### src/rtl/cpu_pkg.sv
// Shared definitions for the instruction fetch path.
//   state_e : fetch sequencer FSM encoding (FETCH, WAIT, ISSUE, HALT)
//   OP_JMP  : default opcode (top nibble) for an absolute jump
//   OP_HLT  : default opcode (top nibble) for halt
package cpu_pkg;

  typedef enum logic [1:0] {
    FETCH = 2'd0,
    WAIT  = 2'd1,
    ISSUE = 2'd2,
    HALT  = 2'd3
  } state_e;

  localparam logic [3:0] OP_JMP = 4'hF;
  localparam logic [3:0] OP_HLT = 4'h0;

endpackage

### src/rtl/fetch_decode.sv
// Combinational opcode decode of the captured instruction.
// Ports:
//   instr_i  : captured instruction (W bits), opcode in the top nibble
//   is_jmp_o : opcode equals JMP_OP
//   is_hlt_o : opcode equals HLT_OP
//   target_o : jump target, zero-extended low W-4 bits of the instruction
module fetch_decode #(
  parameter int         W      = 16,
  parameter logic [3:0] JMP_OP = 4'hF,
  parameter logic [3:0] HLT_OP = 4'h0
) (
  input  logic [W-1:0] instr_i,
  output logic         is_jmp_o,
  output logic         is_hlt_o,
  output logic [W-1:0] target_o
);

  assign is_jmp_o = (instr_i[W-1:W-4] == JMP_OP);
  assign is_hlt_o = (instr_i[W-1:W-4] == HLT_OP);
  assign target_o = {4'b0000, instr_i[W-5:0]};

endmodule

### src/rtl/fetch_sequencer.sv
// Instruction fetch sequencer driving an external loadable program counter.
// The counter increments whenever pc_load is low, so this block holds the PC
// (pc_load=1, pc_target=pc_in) in every cycle except an accepted advance.
// Ports:
//   clk, reset   : clock, asynchronous active-high reset
//   pc_in        : current PC from the counter
//   pc_load      : counter load strobe (0 = increment)
//   pc_target    : counter load value
//   mem_req      : instruction memory read request
//   mem_addr     : read address (always the current PC)
//   mem_ack      : single-cycle read-data-valid pulse
//   mem_rdata    : read data
//   instr_valid  : instruction presented downstream
//   instr_out    : captured instruction
//   instr_ready  : downstream accepts the instruction
//   halted       : stopped on a halt instruction
module fetch_sequencer
  import cpu_pkg::*;
#(
  parameter int         W      = 16,
  parameter logic [3:0] JMP_OP = OP_JMP,
  parameter logic [3:0] HLT_OP = OP_HLT
) (
  input  logic         clk,
  input  logic         reset,
  input  logic [W-1:0] pc_in,
  output logic         pc_load,
  output logic [W-1:0] pc_target,
  output logic         mem_req,
  output logic [W-1:0] mem_addr,
  input  logic         mem_ack,
  input  logic [W-1:0] mem_rdata,
  output logic         instr_valid,
  output logic [W-1:0] instr_out,
  input  logic         instr_ready,
  output logic         halted
);

  state_e         state_q, state_d;
  logic [W-1:0]   instr_q;
  logic           mem_req_q;
  logic           instr_valid_q;
  logic           halted_q;

  logic           is_jmp;
  logic           is_hlt;
  logic [W-1:0]   jmp_target;
  logic           accept;

  // Decode works only on the registered instruction, so mem_rdata never
  // reaches pc_load combinationally.
  fetch_decode #(
    .W      (W),
    .JMP_OP (JMP_OP),
    .HLT_OP (HLT_OP)
  ) u_decode (
    .instr_i  (instr_q),
    .is_jmp_o (is_jmp),
    .is_hlt_o (is_hlt),
    .target_o (jmp_target)
  );

  assign accept = (state_q == ISSUE) && instr_ready;

  always_comb begin
    state_d = state_q;
    case (state_q)
      FETCH:   state_d = WAIT;
      WAIT:    if (mem_ack) state_d = ISSUE;
      ISSUE:   if (instr_ready) state_d = is_hlt ? HALT : FETCH;
      HALT:    state_d = HALT;
      default: state_d = FETCH;
    endcase
  end

  // Flag outputs are registered from the next state. The FETCH cycle that
  // directly follows reset therefore has mem_req low; the request rises on
  // the first edge after release.
  always_ff @(posedge clk or posedge reset) begin
    if (reset) begin
      state_q       <= FETCH;
      instr_q       <= '0;
      mem_req_q     <= 1'b0;
      instr_valid_q <= 1'b0;
      halted_q      <= 1'b0;
    end else begin
      state_q       <= state_d;
      if ((state_q == WAIT) && mem_ack) begin
        instr_q <= mem_rdata;
      end
      mem_req_q     <= (state_d == FETCH) || (state_d == WAIT);
      instr_valid_q <= (state_d == ISSUE);
      halted_q      <= (state_d == HALT);
    end
  end

  // Hold by default; an accepted jump loads the target, an accepted ordinary
  // instruction releases the load for one cycle. An accepted halt holds.
  always_comb begin
    pc_load   = 1'b1;
    pc_target = pc_in;
    if (accept && is_jmp) begin
      pc_target = jmp_target;
    end else if (accept && !is_hlt) begin
      pc_load = 1'b0;
    end
  end

  assign mem_addr    = pc_in;
  assign mem_req     = mem_req_q;
  assign instr_valid = instr_valid_q;
  assign instr_out   = instr_q;
  assign halted      = halted_q;

endmodule

### config.mk
export PLATFORM = sky130hd
export DESIGN_NAME = fetch_sequencer
export DESIGN_NICKNAME = d
export VERILOG_FILES = /design/src/rtl/cpu_pkg.sv /design/src/rtl/fetch_decode.sv /design/src/rtl/fetch_sequencer.sv
export SDC_FILE = /design/constraint.sdc
export NUM_CORES = 1
export LEC_CHECK = 0
export CAP_MARGIN = 20
export CELL_PAD_IN_SITES_DETAIL_PLACEMENT = 2
export CELL_PAD_IN_SITES_GLOBAL_PLACEMENT = 2
export CORE_ASPECT_RATIO = 0.8
export CORE_MARGIN = 2
export CORE_UTILIZATION = 17
export DETAILED_ROUTE_END_ITERATION = 16
export PLACE_DENSITY_LB_ADDON = 0.1
export SLEW_MARGIN = 20
export SYNTH_ARGS = -nofsm -noshare
export SYNTH_HDL_FRONTEND = slang
export SYNTH_SLANG_ARGS = --single-unit
### constraint.sdc
create_clock -name clk -period 1.6 [get_ports clk]
set_clock_uncertainty 0.05 [all_clocks]
set_input_delay 0.32 -clock clk [delete_from_list [all_inputs] [get_ports clk]]
set_output_delay 0.32 -clock clk [all_outputs]
set_load 0.01 [all_outputs]
==> results of run 1 <==
==> report_power, final <==
part | switching [uW] | internal, uW
logic | 596 | 946
registers | 165 | 788
clock network | 179 | 177
==> repair_timing <==
item / 4_1_cts / 5_1_grt
gates resized for setup: 113 / 19
cloned: 1 / 0
endpoints found under the setup margin: 38 / 26
setup buffers: 6 / 3
pin swaps: 4 / 4
==> worst max-delay path, delay by kind of cell, from the launching register on <==
family | cells | cell delay, ns
DFF | 1 | 0.39
and+or+nand+nor | 2 | 0.37
muxes | 1 | 0.30
buffers and inverters | 2 | 0.31
==> cell type report <==
| class | count | area, sq um | area share |
|---|---|---|---|
| Multi-Input combinational cell | 48 | 533 | 0.232 |
| Inverter | 2 | 7.51 | 0.00326 |
| Tap cell | 84 | 105 | 0.0457 |
| Sequential cell | 21 | 526 | 0.229 |
| Clock buffer | 4 | 45.0 | 0.0196 |
| Timing Repair Buffer | 108 | 1080 | 0.471 |
==> worst min path at each step <==
stage                                   from                       end  slack [ns]
floorplan                              reset          halted$_DFF_PP0_        0.25
global placement    instr_out[5]$_DFFE_PP0P_  instr_out[5]$_DFFE_PP0P_        0.46
detailed placement  instr_out[0]$_DFFE_PP0P_  instr_out[0]$_DFFE_PP0P_        0.47
CTS                                    reset  instr_out[7]$_DFFE_PP0P_        0.35
global route                           reset  instr_out[7]$_DFFE_PP0P_        0.38
finish                                 reset  instr_out[7]$_DFFE_PP0P_        0.34
==> flip-flops by register name (all words and copies together) (netlist names) <==
register,flops
instr_valid,1
instr_out,16
mem_req,1
state_q,2
halted,1
==> routing by layer <==
metal | routed length, microns | GRT usage | vias to the layer above
met1 | 1580 | 0.126 | 526
met3 | 202 | 0.0330 | 2
li1 | - | - | 478
met4 | 18 | 0.0127 | 0
met2 | 2300 | 0.213 | 29
met5 | 0 | 0 | -
==> stage by stage <==
step | cell area (sq um) | setup WS, ns | instances | utilization | setup TNS, ns
finish | 2300 | -0.406 | 267 | 0.353 | -6.03
global route | 2300 | -0.471 | 267 | 0.353 | -7.47
CTS | 2230 | -0.462 | 265 | 0.343 | -6.50
detailed placement | 2100 | -0.929 | 254 | 0.322 | -17.34
global placement | 2100 | -0.890 | 254 | 0.322 | -15.87
floorplan | 1160 | -0.0562 | 89 | - | -0.337
==> cells by family (layout without fill, tap and decap cells) <==
group / after synthesis / count (layout)
compound gates: 5 / 5
buf+inv: 20 / 114
flops: 21 / 21
mux: 28 / 28
simple gates: 15 / 15
==> layout by cell type, fill, tap and decap left out, drive strengths merged, types with 2 or more instances in the layout <==
| cell type | instances |
|---|---|
| clkbuf | 5 |
| inv | 2 |
| mux2 | 28 |
| dfrtp | 21 |
| dlygate4sd2 | 21 |
| clkdlybuf4s50 | 41 |
| buf | 37 |
| a21oi | 3 |
| nor2b | 4 |
| nor2 | 4 |
| dlymetal6s2s | 8 |
==> results.sh, run 1 <==
export IMPL_path_clk_slew_ns=0.08
export IMPL_syn_nets=125
export IMPL_drt_wl_total_microns=4100
export IMPL_yosysTopAreaCellShare=0.453
export IMPL_post_route_period_util=1.25
export IMPL_synth_edf_count=0
export IMPL_crit_end="pc_target[8]"
export IMPL_cp_data_arrival_time_ns=1.64
export IMPL_io_pins=88
export IMPL_core_area_sq_um=6510
export IMPL_hold_slack_ns=0.344
export IMPL_synth_top_family_by_area="multiplexers"
export IMPL_first_pass_iters=3
export IMPL_synth_top_area_cell="dfrtp_1"
export IMPL_max_freq_mhz=498
export IMPL_grt_antenna_before_repair=0
export IMPL_critPathSlowestCell="dfrtp_1"
export IMPL_drv_cap=0
export IMPL_leakagePower_uw=0.00110
export IMPL_timing_rr_start="instr_out[15]$_DFFE_PP0P_"
export IMPL_cts_tree="done"
export IMPL_ys_ff_latch=21
export IMPL_die_y_microns=77.9
export IMPL_syn2layout_area_growth_pct=98.3
export IMPL_nFillCells=692
export IMPL_synth_compound_area_frac=0.0227
export IMPL_cts_root_buf="clkbuf_8"
export IMPL_reg2reg_slack_ns=-0.08
export IMPL_synth_area_mux_share=0.291
export IMPL_worstMarginPinSlew_ns=0.293
export IMPL_yosysUniqueCellTypes=19
export IMPL_powerDensity_nw_per_um2=1240
export IMPL_cts_sinks=21
export IMPL_ys_flop_type="dfrtp_1"
export IMPL_io_buffer_count=87
export IMPL_peakVddDrop_mv=0.384
export IMPL_avgSynthCellArea_sq_um=13.0
export IMPL_crit_path_max_fanout=7
export IMPL_synth_simple_gate_area_frac=0.104
export IMPL_start_util=0.178
export IMPL_post_drt_wl_per_cell_microns=15.4
export IMPL_die_area_sq_um=7500
export IMPL_synth_cells=89
export IMPL_grt_pass1_wl_microns=6410
export IMPL_drt_iter0_drc=9
export IMPL_vias=1035
export IMPL_num_rows=26
export IMPL_holdBufCountCts=0
export IMPL_cp_end_kind="primary output"
export IMPL_period_needed_ns=2.01
export IMPL_rsz0062_at_grt="true"
export IMPL_synthAdderAreaFrac=0
export IMPL_startpoint_type="flip-flop"
export IMPL_critical_path_class="reg -> out"
export IMPL_crit_start="state_q[0]$_DFF_PP0_"
export IMPL_status="complete, but fails checks"
export IMPL_nets=220
export IMPL_dp_hpwl_microns=3050
export IMPL_slew_violations=0
export IMPL_cts_buffers=3
export IMPL_antenna_diode_count=0
export IMPL_antenna_left=0
export IMPL_r2r_cells=7
export IMPL_async_reset_ff_frac=1.00
export IMPL_place_congestion=0.736
export IMPL_clk_latency_ns=0.26
export IMPL_relSlewSlack=0.805
export IMPL_syn_area_sq_um=1160
export IMPL_setup_viol=19
export IMPL_drive_above_1_share=0.415
export IMPL_grt_max_degree=22
export IMPL_hp_class="in -> async"
export IMPL_synthMostInstantiatedCell="mux2_2"
export IMPL_worstPathRequired_ns=1.23
export IMPL_yosys_top_cells_area="dfrtp_1, mux2_2, buf_4"
export IMPL_viasPerCell=3.88
export IMPL_max_stage_delay_ns=0.39
export IMPL_power_uw=2850
export IMPL_worstPathCellList="nand3b_4 > nor2_4 > clkbuf_16 > mux2_4 > buf_6"
export IMPL_ys_warn_count=0
export IMPL_grt_use_total=0.112
export IMPL_synthTopCellsByCount="mux2_2, dfrtp_1, buf_4, mux2_4, nor2b_1"
export IMPL_htreeDepth=1
export IMPL_clk_path_buf_depth=2
export IMPL_fin_ws_ns=-0.406
export IMPL_synthXorXnorAreaFrac=0
export IMPL_violations="negative setup slack"
export IMPL_die_w_microns=96.4
export IMPL_drc=0
export IMPL_r2r_end="mem_req$_DFF_PP0_"
export IMPL_grt_ovfl_total=0
export IMPL_seq_area_frac_synth=0.453
export IMPL_first_global_vias=1195
export IMPL_hold_violations=0
No activity file was read; power rests on OpenSTA's default activity.
==> inputs of run 2 (changes only) <==
--- a/config.mk
+++ b/config.mk
@@ -9,10 +9,11 @@
 export CELL_PAD_IN_SITES_DETAIL_PLACEMENT = 2
 export CELL_PAD_IN_SITES_GLOBAL_PLACEMENT = 2
 export CORE_ASPECT_RATIO = 0.8
-export CORE_MARGIN = 2
+export CORE_MARGIN = 3
 export CORE_UTILIZATION = 17
 export DETAILED_ROUTE_END_ITERATION = 16
 export PLACE_DENSITY_LB_ADDON = 0.1
+export SKIP_CTS_REPAIR_TIMING = 1
 export SLEW_MARGIN = 20
 export SYNTH_ARGS = -nofsm -noshare
 export SYNTH_HDL_FRONTEND = slang
==> run 2 against run 1 <==
  * Maximum frequency down 2.4%
  * First-iteration DRC count up 22%
  * Core utilization up 0.56 points
  * The flow still finishes with violations (negative setup slack)
  * Setup slack worse by 0.049 ns
  * Design area up 1.6%
  * Die area up 4.7%
  * Critical path type unchanged
  * Register-to-register slack better by 0.03 ns
  * Clock power up 3%
  * Sequential cell count unchanged
  * Hold slack better by 0.00096 ns
==> results.sh, run 2 (same netlist as run 1, synthesis figures left out) <==
export IMPL_peakVddDrop_mv=0.566
export IMPL_die_w_microns=98.4
export IMPL_status="complete, but fails checks"
export IMPL_drive_above_1_share=0.432
export IMPL_place_area_sq_um=2100
export IMPL_viasPerCell=3.88
export IMPL_clk_latency_ns=0.27
export IMPL_dp_hpwl_microns=3380
export IMPL_cpMostUsedCell="buf_6"
export IMPL_critical_path_class="reg -> out"
export IMPL_startpoint_type="flip-flop"
export IMPL_grt_ovfl_total=0
export IMPL_cts_root_buf="clkbuf_8"
export IMPL_critPathSlowestCell="dfrtp_1"
export IMPL_leakagePower_uw=0.00128
export IMPL_mostFrequentLayoutCell="clkdlybuf4s50_1"
export IMPL_period_needed_ns=2.06
export IMPL_final_cells=269
export IMPL_post_route_period_util=1.28
export IMPL_antenna_diode_count=0
export IMPL_power_frac_seq=0.331
export IMPL_max_stage_delay_ns=0.37
export IMPL_num_rows=26
export IMPL_die_y_microns=79.9
export IMPL_crit_path_max_fanout=7
export IMPL_nFillCells=714
export IMPL_clkPwrFrac=0.127
export IMPL_powerDensity_nw_per_um2=1230
export IMPL_max_freq_mhz=487
export IMPL_first_global_vias=1210
export IMPL_cts_sinks=21
export IMPL_largest_reg_flops=16
export IMPL_utilization=0.359
export IMPL_io_pins=88
export IMPL_grt_use_total=0.108
export IMPL_hold_violations=0
export IMPL_relSlewSlack=0.799
export IMPL_final_cell_mix="clkdlybuf4s50_1, dlymetal6s2s_1, dfrtp_1"
export IMPL_worstPathRequired_ns=1.23
export IMPL_vias=1043
export IMPL_worst_path_dominant_cell_family="simple AND/OR/NAND/NOR gates"
export IMPL_cts_tree="done"
export IMPL_stdcell_area_sq_um=2340
export IMPL_setup_viol=19
export IMPL_htreeDepth=1
export IMPL_p_sw_uw=965
export IMPL_cp_data_arrival_time_ns=1.69
export IMPL_multiInputGateArea_sq_um=528
export IMPL_swShare=0.336
export IMPL_die_area_sq_um=7860
export IMPL_violations="negative setup slack"
export IMPL_core_area_sq_um=6510
export IMPL_grt_antenna_before_repair=0
export IMPL_worstMarginPinSlew_ns=0.302
export IMPL_grt_max_degree=22
export IMPL_rsz0062_at_grt="true"
export IMPL_path_clk_slew_ns=0.09
export IMPL_clk_path_buf_depth=2
export IMPL_cp_end_kind="primary output"
export IMPL_nets=222
export IMPL_post_drt_wl_per_cell_microns=16.8
export IMPL_antenna_left=0
export IMPL_seq_area_sq_um=526
export IMPL_p_comb_frac=0.542
export IMPL_start_util=0.178
export IMPL_slew_violations=0
export IMPL_hp_class="in -> async"
export IMPL_drt_wl_total_microns=4530
export IMPL_first_pass_iters=4
export IMPL_grt_pass1_wl_microns=6670
export IMPL_place_congestion=0.693
export IMPL_fin_ws_ns=-0.455
export IMPL_drt_iter0_drc=11
export IMPL_syn2layout_area_growth_pct=101
export IMPL_dp_cells=256
export IMPL_io_buffer_count=87
export IMPL_drv_cap=0
export IMPL_critPathBufInv=3
export IMPL_p_int_uw=1910
export IMPL_cts_buffers=3
export IMPL_drc=0
export IMPL_worstPathCellList="nand4_1 > nor2_4 > buf_8 > buf_6 > mux2_4 > buf_6"
-- run 2: changes by cell type in the layout (fill, tap and decap cells not counted), moves of 2 or more --
cell,previous run,this run
buf_2,2,4
buf_4,13,17
buf_6,21,15
clkbuf_2,0,3
clkdlybuf4s50_1,41,39
dlygate4sd2_1,21,0
dlymetal6s2s_1,8,31
-- run 2: worst min-delay path: cells and delay by family --
kind,cells,cell delay [ns]
buffers and inverters,3,0.74
-- run 2: power by group through the flow --
stage                     registers [uW]  logic [uW]  clock network, uW
after floorplan                     1090         452                  0
after global placement               950        1490                  0
after detailed placement             972        1530                  0
after CTS                            962        1540                390
after global routing                 988        1680                424
final                                951        1560                366
-- run 2: metal layers --
metal	wire, microns	GRT usage
met5	0	0
met4	23	0.0205
met3	221	0.0279
met2	2500	0.203
met1	1780	0.124
-- run 2: final timing paths --
path	endpoint	from	cells after the start	slack, ns
min reg2reg	instr_out[5]$_DFFE_PP0P_	instr_out[5]$_DFFE_PP0P_	1	0.49
max	pc_target[7]	instr_out[15]$_DFFE_PP0P_	6	-0.46
min	instr_out[2]$_DFFE_PP0P_	reset	3	0.35
min in group clk	instr_valid$_DFF_PP0_	instr_ready	2	0.42
max in group asynchronous	instr_out[14]$_DFFE_PP0P_	reset	3	0.91
max reg2reg	mem_req$_DFF_PP0_	instr_out[12]$_DFFE_PP0P_	6	-0.05
-- run 2: area by class of cell --
cell class | count | area share
inverters | 2 | 0.00321
multi-input cells | 48 | 0.226
flip-flops and latches | 21 | 0.225
repair buffers | 110 | 0.482
well taps | 84 | 0.0450
clock buffers | 4 | 0.0193
-- run 2: metrics by stage --
stage	power (uW)	hold slack, ns	setup WS (ns)	TNS (ns)
final	2870	0.345	-0.455	-6.58
after global routing	3090	0.368	-0.556	-8.63
after CTS	2890	0.349	-0.939	-17.49
after detailed placement	2500	0.470	-0.933	-18.76
after global placement	2440	0.466	-0.898	-17.22
after floorplan	1550	0.247	-0.0562	-0.337
